===== src/rtl/fp_mult_arbiter.sv =====
// fp_mult_arbiter: round-robin sharing of one start/done FP multiplier among NUM_REQ requesters.
// Optional WAIT-state abort after TIMEOUT_CYC cycles is built when FP_ARB_TIMEOUT_EN is defined.
module fp_mult_arbiter #(
    parameter int NUM_REQ     = 4,
    parameter int DATA_W      = 32,
    parameter int TIMEOUT_CYC = 64
) (
    input  logic                      clk,
    input  logic                      reset,
    input  logic [NUM_REQ-1:0]        req,
    input  logic [NUM_REQ*DATA_W-1:0] req_a,
    input  logic [NUM_REQ*DATA_W-1:0] req_b,
    output logic [NUM_REQ-1:0]        gnt,
    output logic                      mult_start,
    output logic [DATA_W-1:0]         mult_a,
    output logic [DATA_W-1:0]         mult_b,
    input  logic                      mult_done,
    input  logic [DATA_W-1:0]         mult_result,
    output logic [NUM_REQ-1:0]        rsp_valid,
    output logic [DATA_W-1:0]         rsp_data,
    output logic                      rsp_err,
    output logic                      busy,
    output logic [1:0]                dbg_state
);

    localparam int PTR_W = $clog2(NUM_REQ);

    // Handshake: gnt, mult_start and rsp_valid are single-cycle one-hot pulses; the multiplier
    // owns mult_done as a level and only its 0->1 transition (seen in WAIT) completes an op.
    typedef enum logic [1:0] {
        S_IDLE  = 2'd0,
        S_ISSUE = 2'd1,
        S_WAIT  = 2'd2,
        S_RESP  = 2'd3
    } state_t;

    if (NUM_REQ < 2 || NUM_REQ > 8 || TIMEOUT_CYC < 1 || TIMEOUT_CYC > 255) begin : g_param_check
        $error("fp_mult_arbiter: parameter out of supported range");
    end

    function automatic logic [PTR_W-1:0] rot_idx(input logic [PTR_W-1:0] base, input int off);
        int sum;
        sum = int'(base) + off;
        if (sum >= NUM_REQ) sum = sum - NUM_REQ;
        return PTR_W'(sum);
    endfunction

    state_t               r_state;
    state_t               w_next;
    logic [PTR_W-1:0]     r_rr_ptr;
    logic [PTR_W-1:0]     r_owner;
    logic                 r_done_dly;
    logic [NUM_REQ-1:0]   r_gnt;
    logic                 r_mult_start;
    logic [DATA_W-1:0]    r_mult_a;
    logic [DATA_W-1:0]    r_mult_b;
    logic [NUM_REQ-1:0]   r_rsp_valid;
    logic [DATA_W-1:0]    r_rsp_data;
    logic                 w_found;
    logic [PTR_W-1:0]     w_pick;
    logic                 w_done_rise;
    logic                 w_timeout;

    assign w_done_rise = mult_done & ~r_done_dly;

`ifdef FP_ARB_TIMEOUT_EN
    logic [7:0] r_wait_cnt;
    logic       r_rsp_err;

    // Fires on the WAIT cycle whose increment would bring the count to TIMEOUT_CYC.
    assign w_timeout = ((r_wait_cnt + 8'd1) == 8'(TIMEOUT_CYC));

    always_ff @(posedge clk or posedge reset) begin
        if (reset) begin
            r_wait_cnt <= '0;
        end else if (r_state == S_ISSUE) begin
            r_wait_cnt <= '0;
        end else if (r_state == S_WAIT) begin
            r_wait_cnt <= r_wait_cnt + 8'd1;
        end
    end

    always_ff @(posedge clk or posedge reset) begin
        if (reset) begin
            r_rsp_err <= 1'b0;
        end else if (r_state == S_WAIT && (w_done_rise || w_timeout)) begin
            r_rsp_err <= ~w_done_rise;
        end
    end

    assign rsp_err = r_rsp_err;
`else
    assign w_timeout = 1'b0;
    assign rsp_err   = 1'b0;
`endif

    // First requester at or after the round-robin pointer.
    always_comb begin
        w_found = 1'b0;
        w_pick  = '0;
        for (int i = 0; i < NUM_REQ; i++) begin
            if (!w_found && req[rot_idx(r_rr_ptr, i)]) begin
                w_found = 1'b1;
                w_pick  = rot_idx(r_rr_ptr, i);
            end
        end
    end

    always_ff @(posedge clk or posedge reset) begin
        if (reset) begin
            r_state <= S_IDLE;
        end else begin
            r_state <= w_next;
        end
    end

    always_comb begin
        w_next = r_state;
        case (r_state)
            S_IDLE:  if (w_found) w_next = S_ISSUE;
            S_ISSUE: w_next = S_WAIT;
            S_WAIT:  if (w_done_rise || w_timeout) w_next = S_RESP;
            S_RESP:  w_next = S_IDLE;
            default: w_next = S_IDLE;
        endcase
    end

    always_ff @(posedge clk or posedge reset) begin
        if (reset) begin
            r_rr_ptr     <= '0;
            r_owner      <= '0;
            r_done_dly   <= 1'b0;
            r_gnt        <= '0;
            r_mult_start <= 1'b0;
            r_mult_a     <= '0;
            r_mult_b     <= '0;
            r_rsp_valid  <= '0;
            r_rsp_data   <= '0;
        end else begin
            r_done_dly   <= mult_done;
            r_gnt        <= '0;
            r_mult_start <= 1'b0;
            r_rsp_valid  <= '0;
            case (r_state)
                S_IDLE: begin
                    if (w_found) begin
                        r_owner  <= w_pick;
                        r_mult_a <= req_a[int'(w_pick)*DATA_W +: DATA_W];
                        r_mult_b <= req_b[int'(w_pick)*DATA_W +: DATA_W];
                        r_gnt    <= NUM_REQ'(1) << w_pick;
                        r_rr_ptr <= rot_idx(w_pick, 1);
                    end
                end
                S_ISSUE: r_mult_start <= 1'b1;
                S_WAIT: begin
                    // A coincident done edge beats the timeout and returns real data.
                    if (w_done_rise || w_timeout) begin
                        r_rsp_valid <= NUM_REQ'(1) << r_owner;
                        r_rsp_data  <= w_done_rise ? mult_result : '0;
                    end
                end
                default: ;
            endcase
        end
    end

    assign gnt        = r_gnt;
    assign mult_start = r_mult_start;
    assign mult_a     = r_mult_a;
    assign mult_b     = r_mult_b;
    assign rsp_valid  = r_rsp_valid;
    assign rsp_data   = r_rsp_data;
    assign busy       = (r_state != S_IDLE);
    assign dbg_state  = r_state;

endmodule

===== config.mk =====
export PLATFORM = sky130hd
export DESIGN_NAME = fp_mult_arbiter
export DESIGN_NICKNAME = d
export VERILOG_FILES = /design/src/rtl/fp_mult_arbiter.sv
export SDC_FILE = /design/constraint.sdc
export NUM_CORES = 1
export LEC_CHECK = 0
export CAP_MARGIN = 10
export CORE_AREA = 2 2 156 158
export CTS_CLUSTER_SIZE = 40
export DETAILED_ROUTE_END_ITERATION = 12
export DIE_AREA = 0 0 158 160
export PLACE_DENSITY = 0.75
export SLEW_MARGIN = 0
export SYNTH_ARGS = -nofsm -noshare
export SYNTH_HDL_FRONTEND = slang
export SYNTH_SLANG_ARGS = --single-unit

===== constraint.sdc =====
create_clock -name clk -period 3.4 [get_ports clk]
set_input_delay 0.68 -clock clk [delete_from_list [all_inputs] [get_ports clk]]
set_output_delay 0.68 -clock clk [all_outputs]
set_load 0.01 [all_outputs]

==> reports/metrics.cfg <==
[pwr]
p_per_area_nw_per_um2=738
clkPwrFrac_pct=14.9
p_seq_share_pct=29.7
swShare_pct=40.8
combPwrFrac_pct=55.4
p_int_uw=4690
worst_ir_drop_vdd_uv=398
p_sw_uw=3240
power_leakage_uw=0.00444

[die]
ios=404
die_w_microns=158
placementRows=57
die-area_sq_um=25300
die_h_microns=160
initial_core_util_pct=25.6
core_area_sq_um=23800

[final_layout]
finalNetCount=1389
num_antenna_cells=0
area_growth_pct=76.4
drive_above_1_share_pct=4.47
stdcell_area_sq_um=10700
fin_util_pct=45.1

[placed_design]
pre_cts_ws_ns=0.535
io_buffers=402
dp_hpwl_mm=19.3
gp_congestion=0.871
post_dp_cell_area_sq_um=10400

[outcome]
status=completed

[route]
ant_nets=0
vias_per_cell=5.11
dr.pass1.iters=6
num_vias=7256
wl_per_cell_microns=18.9
finalWirelength_mm=26.8
drtIter0Drc=549
drcViolationCount=0

[sta]
finalHoldViolations=0
fin_tns_setup_ns=0
setup_viol=0
clock.fmax_ghz=0.402
maxSlewViolCount=0
hold-worst-slack_ns=0.479
clock_skew_ns=0.0186
max_slew_margin_pct=37.5
grt_setup_unrepaired=no
setup_ws_ns=0.911
tightest_slew_ns=0.932
min_period_ns=2.49
period_share_pct=73.2

[clocking]
cts_buffers=9
ctsRootBufferMaster=clkbuf_16
cts_hold_buf=0
post_cts_buffers=0
clock_latency_ns=0.37
numClockSinks=112
cts_resized=0
ctsLongestPathBuffers=2
htree_levels=3
tritoncts=yes
path_clk_slew_ns=0.08

[yosys]
synth-seq-area-share_pct=46.0
synthCells=731
synth-seq-cells=112
async_flop_share_pct=100
avgSynthCellArea_sq_um=8.34
yosys_warnings=0
syn_nets=1029
ys.flop_type=dfrtp_1
synth_edf_count=0
synth_area_sq_um=6090
ys_types=36

[worst_hold_path]
hp-class=flip-flop to flip-flop
min_from=rsp_data[13]

[worst_setup_path]
startpoint=req[0]
worstPathRequired_ns=3.68
cp_max_fo=31
criticalPathCategory=input port to flip-flop
max_stage_delay_ns=0.68
critPathBufInv=2
critPathTopFamily=compound AO/OA/AOI/OAI gates
cp_slowest_cell=o211a_2
r2r-start=dbg_state[0]
arrival_ns=2.77
cp-start-kind=input port
endpoint_kind=flip-flop
crit_path_cell_trace=clkdlybuf4s50_1 > o21ai_1 > o211a_2 > buf_12 > a22oi_1 > a31oi_1

[grt]
grt_first_pass_wirelength_mm=40.0
grt_max_degree=71
grt_pass1_vias=7281
track_usage_pct=20.3
overflow=0
antenna_found_initial=1

[job]
drv_cap=0

power by group through the flow:
stage,logic [uW],clock network (uW),registers (uW)
floorplan,1920,0,2600
global placement,4370,0,2350
detailed placement,4410,0,2390
CTS,4420,1220,2360
global route,4780,1260,2430
finish,4390,1180,2350
tightest hold or removal path, stage by stage, from the launching register on:
cell and delay, ns:
dfrtp_1 0.35, nand2_1 0.05, nand2_1 0.06
per-stage QoR:
stage,cells,total power [uW]
floorplan,731,4520
global placement,1404,6710
detailed placement,1404,6790
CTS,1420,8000
global route,1420,8470
finish,1420,7930
final timing paths:
check | endpoint | slack, ns | depth (start not counted)
min | rsp_data[13] | 0.48 | 2
min in group asynchronous | rsp_data[17] | 0.75 | 3
max reg2reg | rsp_valid[3] | 1.21 | 5
max | mult_a[23] | 0.91 | 6
min reg2reg | rsp_data[13] | 0.48 | 2
max in group asynchronous | mult_b[30] | 2.27 | 3
per-layer routing:
metal  routed length, microns  GRT usage (%)
met1                    10500           24.7
met2                    13400           35.5
met3                     2470           5.67
met4                      444           4.71
met5                        0              0
Yosys cell counts (3+ instances only):
cell type | number | area share, %
a21oi_1 | 69 | 5.7
buf_2 | 27 | 2.2
nor2_1 | 72 | 4.4
o21ai_1 | 5 | 0.41
nor3_1 | 5 | 0.41
ha_1 | 3 | 0.62
a31oi_1 | 64 | 6.6
dfrtp_1 | 112 | 46
inv_1 | 5 | 0.31
clkbuf_2 | 4 | 0.33
nand2b_1 | 5 | 0.51
clkbuf_1 | 37 | 2.3
nand2_1 | 102 | 6.3
a22oi_1 | 65 | 8.0
and3_1 | 65 | 6.7
buf_6 | 4 | 0.74
o21ai_0 | 63 | 5.2
sequential cells by signal, indices dropped and copies added, names as in the netlist:
register    cells
dbg_state       2
gnt             4
mult_a         32
mult_b         32
mult_start      1
r_done_dly      1
r_owner         2
r_rr_ptr        2
rsp_data       32
rsp_valid       4
layout by cell type, fill, tap and decap left out, drive strengths merged:
cell	n
nand2	102
dfrtp	112
clkbuf	9
and4b	1
o21a	1
o22a	2
clkinv	2
o221ai	1
a31oi	64
inv	10
o21bai	1
nor2b	2
nor3	5
nand3b	1
clkinvlp	1
nor4	1
o211a	2
nand2b	5
nor2	72
conb	1
a21oi	69
or2	1
mux2	1
o21ai	69
a211o	1
and2	1
and3	65
mux2i	1
buf	22
ha	3
a22oi	65
nor3b	2
clkdlybuf4s50	401
layout make-up:
type / instances / area, sq um
clock inverter: 7 / 96.3
multi-input combinational: 539 / 2950
tap: 324 / 405
fill: 2333 / 13100
sequential: 112 / 2800
clock buffer: 9 / 225
timing repair buffer: 423 / 4240
inverter: 6 / 26.3
logic make-up after synthesis:
family / synth area share [%]
AOI/OAI and AO/OA: 27.2
muxes: 0.349
and+or+nand+nor: 19.6
buffers and inverters: 6.18
adders and majority gates: 0.616
DFF: 46.0
other: 0.0615
Power figures use the tool's default switching activity.
